### config.mk
export PLATFORM = sky130hd
export DESIGN_NAME = pipe_stage_elastic
export DESIGN_NICKNAME = d
export VERILOG_FILES = /design/src/rtl/pipe_pkg.sv /design/src/rtl/pipe_sat_counter.sv /design/src/rtl/pipe_stage_elastic.sv
export SDC_FILE = /design/constraint.sdc
export NUM_CORES = 1
export LEC_CHECK = 0
export CORE_MARGIN = 4
export CORE_UTILIZATION = 40
export CTS_CLUSTER_SIZE = 25
export DETAILED_ROUTE_END_ITERATION = 8
export PLACE_DENSITY = 0.65
export SLEW_MARGIN = 40
export SYNTH_ARGS = -nofsm -noshare
export SYNTH_HDL_FRONTEND = slang
export SYNTH_SLANG_ARGS = --single-unit
### constraint.sdc
create_clock -name clk -period 3.38 [get_ports clk]
set_clock_uncertainty 0.15 [all_clocks]
set_input_delay 0.676 -clock clk [delete_from_list [all_inputs] [get_ports clk]]
set_output_delay 0.676 -clock clk [all_outputs]
set_load 0.1 [all_outputs]
### src/rtl/pipe_pkg.sv
// Shared definitions for the elastic pipeline-stage registers: default bundle
// widths, control bit positions, state encoding and EX/MEM bundle helpers.
package pipe_pkg;

   localparam int XLEN    = 32;
   localparam int REG_W   = 5;
   localparam int CTRL_W  = 4;
   localparam int EXMEM_W = 4 * XLEN + REG_W;

   localparam int REGWRITE     = 3;
   localparam int RESULTSRC_HI = 2;
   localparam int RESULTSRC_LO = 1;
   localparam int MEMWRITE     = 0;

   localparam logic [1:0] ST_EMPTY = 2'b00;
   localparam logic [1:0] ST_FULL  = 2'b01;
   localparam logic [1:0] ST_SKID  = 2'b10;

   typedef struct packed {
      logic [XLEN-1:0]  alu_result;
      logic [XLEN-1:0]  write_data;
      logic [XLEN-1:0]  imm_ext;
      logic [XLEN-1:0]  pc_plus4;
      logic [REG_W-1:0] rd;
   } exmem_t;

   function automatic logic [EXMEM_W-1:0] pack_exmem(input exmem_t bundle);
      return bundle;
   endfunction

   function automatic exmem_t unpack_exmem(input logic [EXMEM_W-1:0] flat);
      return exmem_t'(flat);
   endfunction

endpackage

### src/rtl/pipe_sat_counter.sv
// Saturating up-counter with synchronous clear; clear wins over increment.
// Shared by the pipeline stages (stall count) and the hazard unit perf counters.
module pipe_sat_counter #(
   parameter int CNT_W = 16
) (
   input  logic             clk,
   input  logic             rst_n,
   input  logic             inc,
   input  logic             clr,
   output logic [CNT_W-1:0] count
);

   logic at_max;

   assign at_max = (count == {CNT_W{1'b1}});

   // NOTE: sequential state uses non-blocking assignments only, so every flop
   // samples pre-edge values regardless of block ordering.
   always_ff @(posedge clk or negedge rst_n) begin
      if (!rst_n) begin
         count <= '0;
      end else if (clr) begin
         count <= '0;
      end else if (inc && !at_max) begin
         count <= count + CNT_W'(1);
      end
   end

endmodule

### src/rtl/pipe_stage_elastic.sv
// Generic inter-stage register with valid/ready handshake, optional 2-entry
// skid buffer, synchronous flush to a bubble and a saturating stall counter.
module pipe_stage_elastic
   import pipe_pkg::*;
#(
   parameter int DATA_W = pipe_pkg::EXMEM_W,
   parameter int CTRL_W = pipe_pkg::CTRL_W,
   parameter int SKID   = 1,
   parameter int CNT_W  = 16
) (
   input  logic              clk,
   input  logic              rst_n,
   input  logic              in_valid,
   output logic              in_ready,
   input  logic [CTRL_W-1:0] in_ctrl,
   input  logic [DATA_W-1:0] in_data,
   input  logic              flush,
   output logic              out_valid,
   input  logic              out_ready,
   output logic [CTRL_W-1:0] out_ctrl,
   output logic [DATA_W-1:0] out_data,
   output logic [CNT_W-1:0]  stall_cnt,
   input  logic              stall_clr
);

   logic              in_fire;
   logic              out_fire;
   logic              m_valid;
   logic [CTRL_W-1:0] m_ctrl;
   logic [DATA_W-1:0] m_data;

   assign in_fire   = in_valid & in_ready;
   assign out_fire  = m_valid & out_ready;
   assign out_valid = m_valid;
   assign out_ctrl  = m_ctrl & {CTRL_W{m_valid}};
   assign out_data  = m_data;

   generate
      if (SKID != 0) begin : g_skid
         logic [1:0]        state_q, state_d;
         logic [CTRL_W-1:0] m_ctrl_q, m_ctrl_d;
         logic [DATA_W-1:0] m_data_q, m_data_d;
         logic [CTRL_W-1:0] s_ctrl_q, s_ctrl_d;
         logic [DATA_W-1:0] s_data_q, s_data_d;
         logic              in_ready_q;

         // NOTE: every output of this block gets a hold value first, so no
         // path through the case leaves a signal unassigned and no latch forms.
         always_comb begin
            state_d  = state_q;
            m_ctrl_d = m_ctrl_q;
            m_data_d = m_data_q;
            s_ctrl_d = s_ctrl_q;
            s_data_d = s_data_q;
            if (flush) begin
               state_d  = ST_EMPTY;
               m_ctrl_d = '0;
               s_ctrl_d = '0;
            end else begin
               case (state_q)
                  ST_EMPTY: begin
                     if (in_fire) begin
                        m_ctrl_d = in_ctrl;
                        m_data_d = in_data;
                        state_d  = ST_FULL;
                     end
                  end
                  ST_FULL: begin
                     if (in_fire && out_fire) begin
                        m_ctrl_d = in_ctrl;
                        m_data_d = in_data;
                     end else if (in_fire) begin
                        s_ctrl_d = in_ctrl;
                        s_data_d = in_data;
                        state_d  = ST_SKID;
                     end else if (out_fire) begin
                        m_ctrl_d = '0;
                        state_d  = ST_EMPTY;
                     end
                  end
                  ST_SKID: begin
                     // in_ready is low here, so only the drain path exists
                     if (out_fire) begin
                        m_ctrl_d = s_ctrl_q;
                        m_data_d = s_data_q;
                        s_ctrl_d = '0;
                        state_d  = ST_FULL;
                     end
                  end
                  default: begin
                     state_d  = ST_EMPTY;
                     m_ctrl_d = '0;
                     s_ctrl_d = '0;
                  end
               endcase
            end
         end

         // NOTE: the data slots are reset too, because out_data must read zero
         // after reset rather than whatever the flops powered up with.
         always_ff @(posedge clk or negedge rst_n) begin
            if (!rst_n) begin
               state_q    <= ST_EMPTY;
               m_ctrl_q   <= '0;
               m_data_q   <= '0;
               s_ctrl_q   <= '0;
               s_data_q   <= '0;
               in_ready_q <= 1'b1;
            end else begin
               state_q    <= state_d;
               m_ctrl_q   <= m_ctrl_d;
               m_data_q   <= m_data_d;
               s_ctrl_q   <= s_ctrl_d;
               s_data_q   <= s_data_d;
               in_ready_q <= (state_d != ST_SKID);
            end
         end

         assign m_valid  = (state_q == ST_FULL) || (state_q == ST_SKID);
         assign m_ctrl   = m_ctrl_q;
         assign m_data   = m_data_q;
         assign in_ready = in_ready_q;
      end else begin : g_single
         logic [1:0]        state_q;
         logic [CTRL_W-1:0] m_ctrl_q;
         logic [DATA_W-1:0] m_data_q;

         always_ff @(posedge clk or negedge rst_n) begin
            if (!rst_n) begin
               state_q  <= ST_EMPTY;
               m_ctrl_q <= '0;
               m_data_q <= '0;
            end else if (flush) begin
               state_q  <= ST_EMPTY;
               m_ctrl_q <= '0;
            end else if (in_fire) begin
               state_q  <= ST_FULL;
               m_ctrl_q <= in_ctrl;
               m_data_q <= in_data;
            end else if (out_fire) begin
               state_q  <= ST_EMPTY;
               m_ctrl_q <= '0;
            end
         end

         assign m_valid  = (state_q == ST_FULL);
         assign m_ctrl   = m_ctrl_q;
         assign m_data   = m_data_q;
         assign in_ready = !m_valid || out_ready;
      end
   endgenerate

   pipe_sat_counter #(
      .CNT_W (CNT_W)
   ) u_stall_cnt (
      .clk   (clk),
      .rst_n (rst_n),
      .inc   (m_valid & ~out_ready & ~flush),
      .clr   (stall_clr),
      .count (stall_cnt)
   );

endmodule

# == Word level (Yosys, flattened, before mapping) ==
# Cells that the tools add are included.
# W data, S select, Z words.
# word_totals
register_bits,293
out_inout_bits,155
# classes
addsub,1
n_eq_ne,14
muxes,23
bitwise,8
reduce_logical,11
# op_table
operator,n
$mux W133,3
$pmux W133 S3,1
$mux W16,2
$mux W4,8
$pmux W4 S3,2
$add A16 B1 Y16 const B,1
$eq A16 B16 Y1 const B,1
$mux W2,6
$ne A3 B3 Y1 const B,4
$reduce_and A4 Y1,3
$ne A2 B2 Y1 const B,5
$ne A4 B4 Y1 const B,2
$pmux W2 S3,1
$reduce_and A5 Y1,1
$and A1 B1 Y1,4
$and A4 B4 Y4,1
$not A1 Y1,3
$reduce_bool A3 Y1,1
$eq A2 B1 Y1 const B,1
$eq A2 B2 Y1 const B,1
$logic_and A1 B1 Y1,2
$logic_not A2 Y1,1
$reduce_bool A2 Y1,1
$logic_not A1 Y1,1
$logic_or A1 B1 Y1,1

# == Logic depth before layout (Yosys ltp) ==
# depth
ltp_word,9
ltp_mapped,9
mapped_depth_nobuf,6

# == Cells and area by module ==
# From an unflattened synthesis, not the netlist that was laid out.
# unflattened
hier_cells,1045
area_unflattened_um2,13311.5
# by_module_without_submodules
module,instances,cells_per_inst,area_each_um2
pipe_stage_elastic,1,942,12330.6
pipe_sat_counter,1,103,980.9

# == Least setup slack after synthesis ==
# Ideal clock, no wire load.
# synth_timing
kind,register to output
from,register g_skid.state_q[0]
to,output port out_ctrl[0]
t_arrival_ns,2.269
setup_slack_ns,0.285
stages_incl_launch_ff,4
path_cell_list,dfrtp_1 -> inv_1 -> ha_1 -> and2_1
# synth_via
elab_chain_len,3
word_cells_on_any_way,4
classes_between,eq/ne: 2; bitwise: 1; reduce/logical: 1
# synth_rtl
item,line,source
start: declaration,pipe_stage_elastic.sv:40,"logic [1:0] state_q, state_d;"
start signal: assignment,pipe_stage_elastic.sv:110,state_q <= state_d;
$eq A2 B1 Y1 or $eq A2 B2 Y1 (tied branches),pipe_stage_elastic.sv:119,assign m_valid = (state_q == ST_FULL) || (state_q == ST_SKID);
$logic_or A1 B1 Y1 *,pipe_stage_elastic.sv:119,
net out_valid,pipe_stage_elastic.sv:18,"output logic out_valid,"
$and A4 B4 Y4 *,pipe_stage_elastic.sv:35,assign out_ctrl = m_ctrl & {CTRL_W{m_valid}};
end: declaration,pipe_stage_elastic.sv:20,"output logic [CTRL_W-1:0] out_ctrl,"
# The timed path passes the listed nets; every way through them passes the cells marked *.

# == Worst setup path in the final report ==
# layout_timing
from,register g_skid.state_q[0]
to,register g_skid.s_data_q[30]
# layout_via
elab_chain_len,6
word_cells_on_any_way,7
classes_between,eq/ne: 2; bitwise: 2; reduce/logical: 3
# layout_rtl
item,line,source
$eq A2 B1 Y1 or $eq A2 B2 Y1 (tied branches),"pipe_stage_elastic.sv:60, pipe_stage_elastic.sv:119",
$logic_or A1 B1 Y1,pipe_stage_elastic.sv:119,
$and A1 B1 Y1,pipe_stage_elastic.sv:33,assign out_fire = m_valid & out_ready;
$logic_and A1 B1 Y1,pipe_stage_elastic.sv:69,if (in_fire && out_fire) begin
$not A1 Y1 (no source line),--,
$reduce_and A4 Y1 (no source line) *,--,
end signal: assignment,pipe_stage_elastic.sv:114,s_data_q <= s_data_d;
end: declaration,pipe_stage_elastic.sv:44,"logic [DATA_W-1:0] s_data_q, s_data_d;"
# Mark *: on every way between the ends. The rest lies on a longest branch, timed or not.
# A chain may end at the register's enable or synchronous reset.

==> results.md <==
- Status: complete, no violations
- Post-CTS Hold Fix Bufs: 0
- CTS tree: done
- Fill count: 2801
- Final Setup Violations: 0
- Vias in the first global route: 8794
- Vias: 8321
- Gate Count Post-Synth: 887
- Post-Syn Area: 13300 um^2
- Worst Setup End Kind: register
- Post-CTS sizing: 0
- Met3 usage: 6.554%
- Layout cell share with drive strength beyond 1: 52.15%
- M1 GR Usage: 22.02%
- First-pass GRT wire length: 48.67 mm
- Critical path peak fanout: 53
- Fin Setup TNS: 0 ns
- Number of port buffers: 297
- Routed WL per cell: 18.46 um
- Crit path DAT: 3.04 ns
- Async set-or-reset flop fraction in the synthesized netlist: 100.0%
- Most common flop cell mapped by yosys: dfrtp_1
- P&R area growth vs syn: 31.99%
- Chip height: 190.3 um
- Power per cell area: 1039 nW/um^2
- Slew Viols, Final: 0
- Worst slew pin tran: 0.7308 ns
- DIE WIDTH: 190.3 um
- First-pass detailed-route iteration total: 4
- Multiplexer share of the synthesized area: 35.84%
- Compound-cell area share of the yosys netlist: 2.813%
- Synth unique cells: 47
- Max transition margin: 51.28%
- # DRC: 0
- Setup bufs post-CTS: 0
- Synth Area in XOR/XNOR: 0.06586%
- FMAX: 354.8 MHz
- Syn Nets: 1035
- Most frequent cells in the layout: mux2_2, dfrtp_1, buf_4
- Worst setup SP type: register
- Antenna Nets Post-Route: 0
- Simple-Gate Fraction of Synth Area: 3.133%
- Hold Crit Class: in2async
- Non-Filler Instances: 1655
- Peak supply drop: 0.6817 mV
- Core footprint: 32700 um^2
- #FFs+latches synth: 293
- Final hold viol count: 0
- Fin nets: 1338
- Total CTS buffers: 34
- Clock latency on the worst-skew pair: 0.49 ns
- Initial Util: 40.67%
- Layout Utilization: 53.68%
- Adder-Cell Fraction of Synth Area: 0.5457%
- EDFF count, synth: 0
- Clock Path Buffers: 3
- Placer's final routability congestion estimate: 0.8354
- Yosys warns: 0
- Final period utilization: 83.39%
- Main combinational cell family by area after synthesis: multiplexers
- DPL Wire Length: 20.21 mm
- Num Clock Sinks: 293
- Die ar.: 36230 um^2
- Post-synthesis sequential area ratio: 55.14%
- GRT overflow: 0
- Max cap viols: 0
- Clk Tree Root Cell: clkbuf_16
- Worst Path Required: 3.60 ns
- GRT Util Overall: 16.36%
- M2 GR Usage: 24.99%
- Lkg Pwr: 0.007791 uW
- Rows: 66
- Vias per cell: 5.028
- DR iter-0 viols: 326
- I/O pin count: 298
- Placed cells: 1596
- Register area: 7333 um^2
- Largest net degree at the start of global routing: 86
- Mean area per synthesized cell: 14.99 um^2
- RSZ-0062 raised after global routing: false
- Grt peak-use layer: met2
- Routed wire length: 30.55 mm
- Fin crit period: 2.819 ns
- Antenna violations before repair: 1
- Area of the multi-input gates: 5668 um^2
- H-tree Lvls: 2
- CP Class: reg2reg
- Most common cell after layout, fill and taps aside: mux2_2
- Worst-path clk slew: 0.06 ns
## layout make-up
class                      count  share of cell area [%]
tap                          442                   3.151
antenna                        1                 0.01426
timing repair buffer         316                   16.28
multi-input combinational    537                   32.29
sequential                   293                   41.78
inverter                       8                  0.1711
clock buffer                  48                   5.553
clock inverter                10                  0.7627
## cells by family after synthesis
| family | Yosys count |
|---|---|
| compound gates | 56 |
| xor+xnor | 1 |
| fa+ha+maj | 6 |
| buf+inv | 57 |
| flops | 293 |
| mux | 400 |
| simple gates | 74 |
## power by group
part	leakage [uW]	total, uW	switching [uW]	internal (uW)
logic	0.00372	8870	6240	2630
clock network	0.000540	3630	1400	2240
registers	0.00353	5730	749	4980
total	0.00779	18200	8380	9850
## sequential cells by signal, summed over array words and instances (netlist names)
name,count
in_ready,1
g_skid.state_q,2
g_skid.m_ctrl_q,4
out_data,133
g_skid.s_data_q,133
u_stall_cnt.count,16
g_skid.s_ctrl_q,4
## stage by stage
step	hold WS (ns)	area [um^2]	setup slack, ns	power (uW)
floorplan	0.2304	13300	0.2853	12640
global placement	0.3317	16440	0.4566	14580
detailed placement	0.3369	16440	0.4331	14700
CTS	0.05906	17550	0.5588	18440
global route	0.08922	17550	0.4487	19010
finish	0.02600	17550	0.5613	18230
## synth_stat cells (all sizes together) (2+ instances only)
library cell,count,area share (%)
a21oi,17,0.64
a22o,8,0.53
and2,7,0.35
and4,4,0.26
buf,32,1.8
clkbuf,17,0.48
dfrtp,292,55
ha,5,0.47
inv,8,0.23
mux2,399,36
nand2,17,0.48
nand3,5,0.19
nand4,11,0.52
nor2,9,0.25
nor3,4,0.15
nor4,3,0.14
o21ai,13,0.49
o311ai,2,0.13
o31ai,2,0.11
o41ai,3,0.20
or3,7,0.33
or4,3,0.20
## layer usage
| layer | wire length [um] | share of wire (%) | vias up |
|---|---|---|---|
| li1 | - | - | 3847 |
| met1 | 13460 | 44 | 4174 |
| met2 | 13610 | 45 | 249 |
| met3 | 2828 | 9.3 | 49 |
| met4 | 638 | 2.1 | 2 |
| met5 | 13 | 0.043 | - |
## final timing paths
path | startpoint | to | slack, ns | cells past startpoint
min in group clk | g_skid.s_data_q[25] | g_skid.s_data_q[25] | 0.35 | 1
setup / recovery | g_skid.state_q[0] | g_skid.s_data_q[30] | 0.56 | 7
hold / removal | rst_n | out_data[117] | 0.03 | 1
setup reg to reg | g_skid.state_q[0] | g_skid.s_data_q[30] | 0.56 | 7
max in group asynchronous | rst_n | in_ready | 2.25 | 2
hold reg to reg | g_skid.s_data_q[25] | g_skid.s_data_q[25] | 0.35 | 1
## worst max-delay path, cell delays in order (launching register included)
cell and delay (ns):
dfrtp_1 0.40, inv_1 0.12, ha_1 0.44, and2_4 0.24
or4_4 0.53, buf_12 0.23, buf_4 0.27, mux2_2 0.30
(Power assumes the default switching activity.)
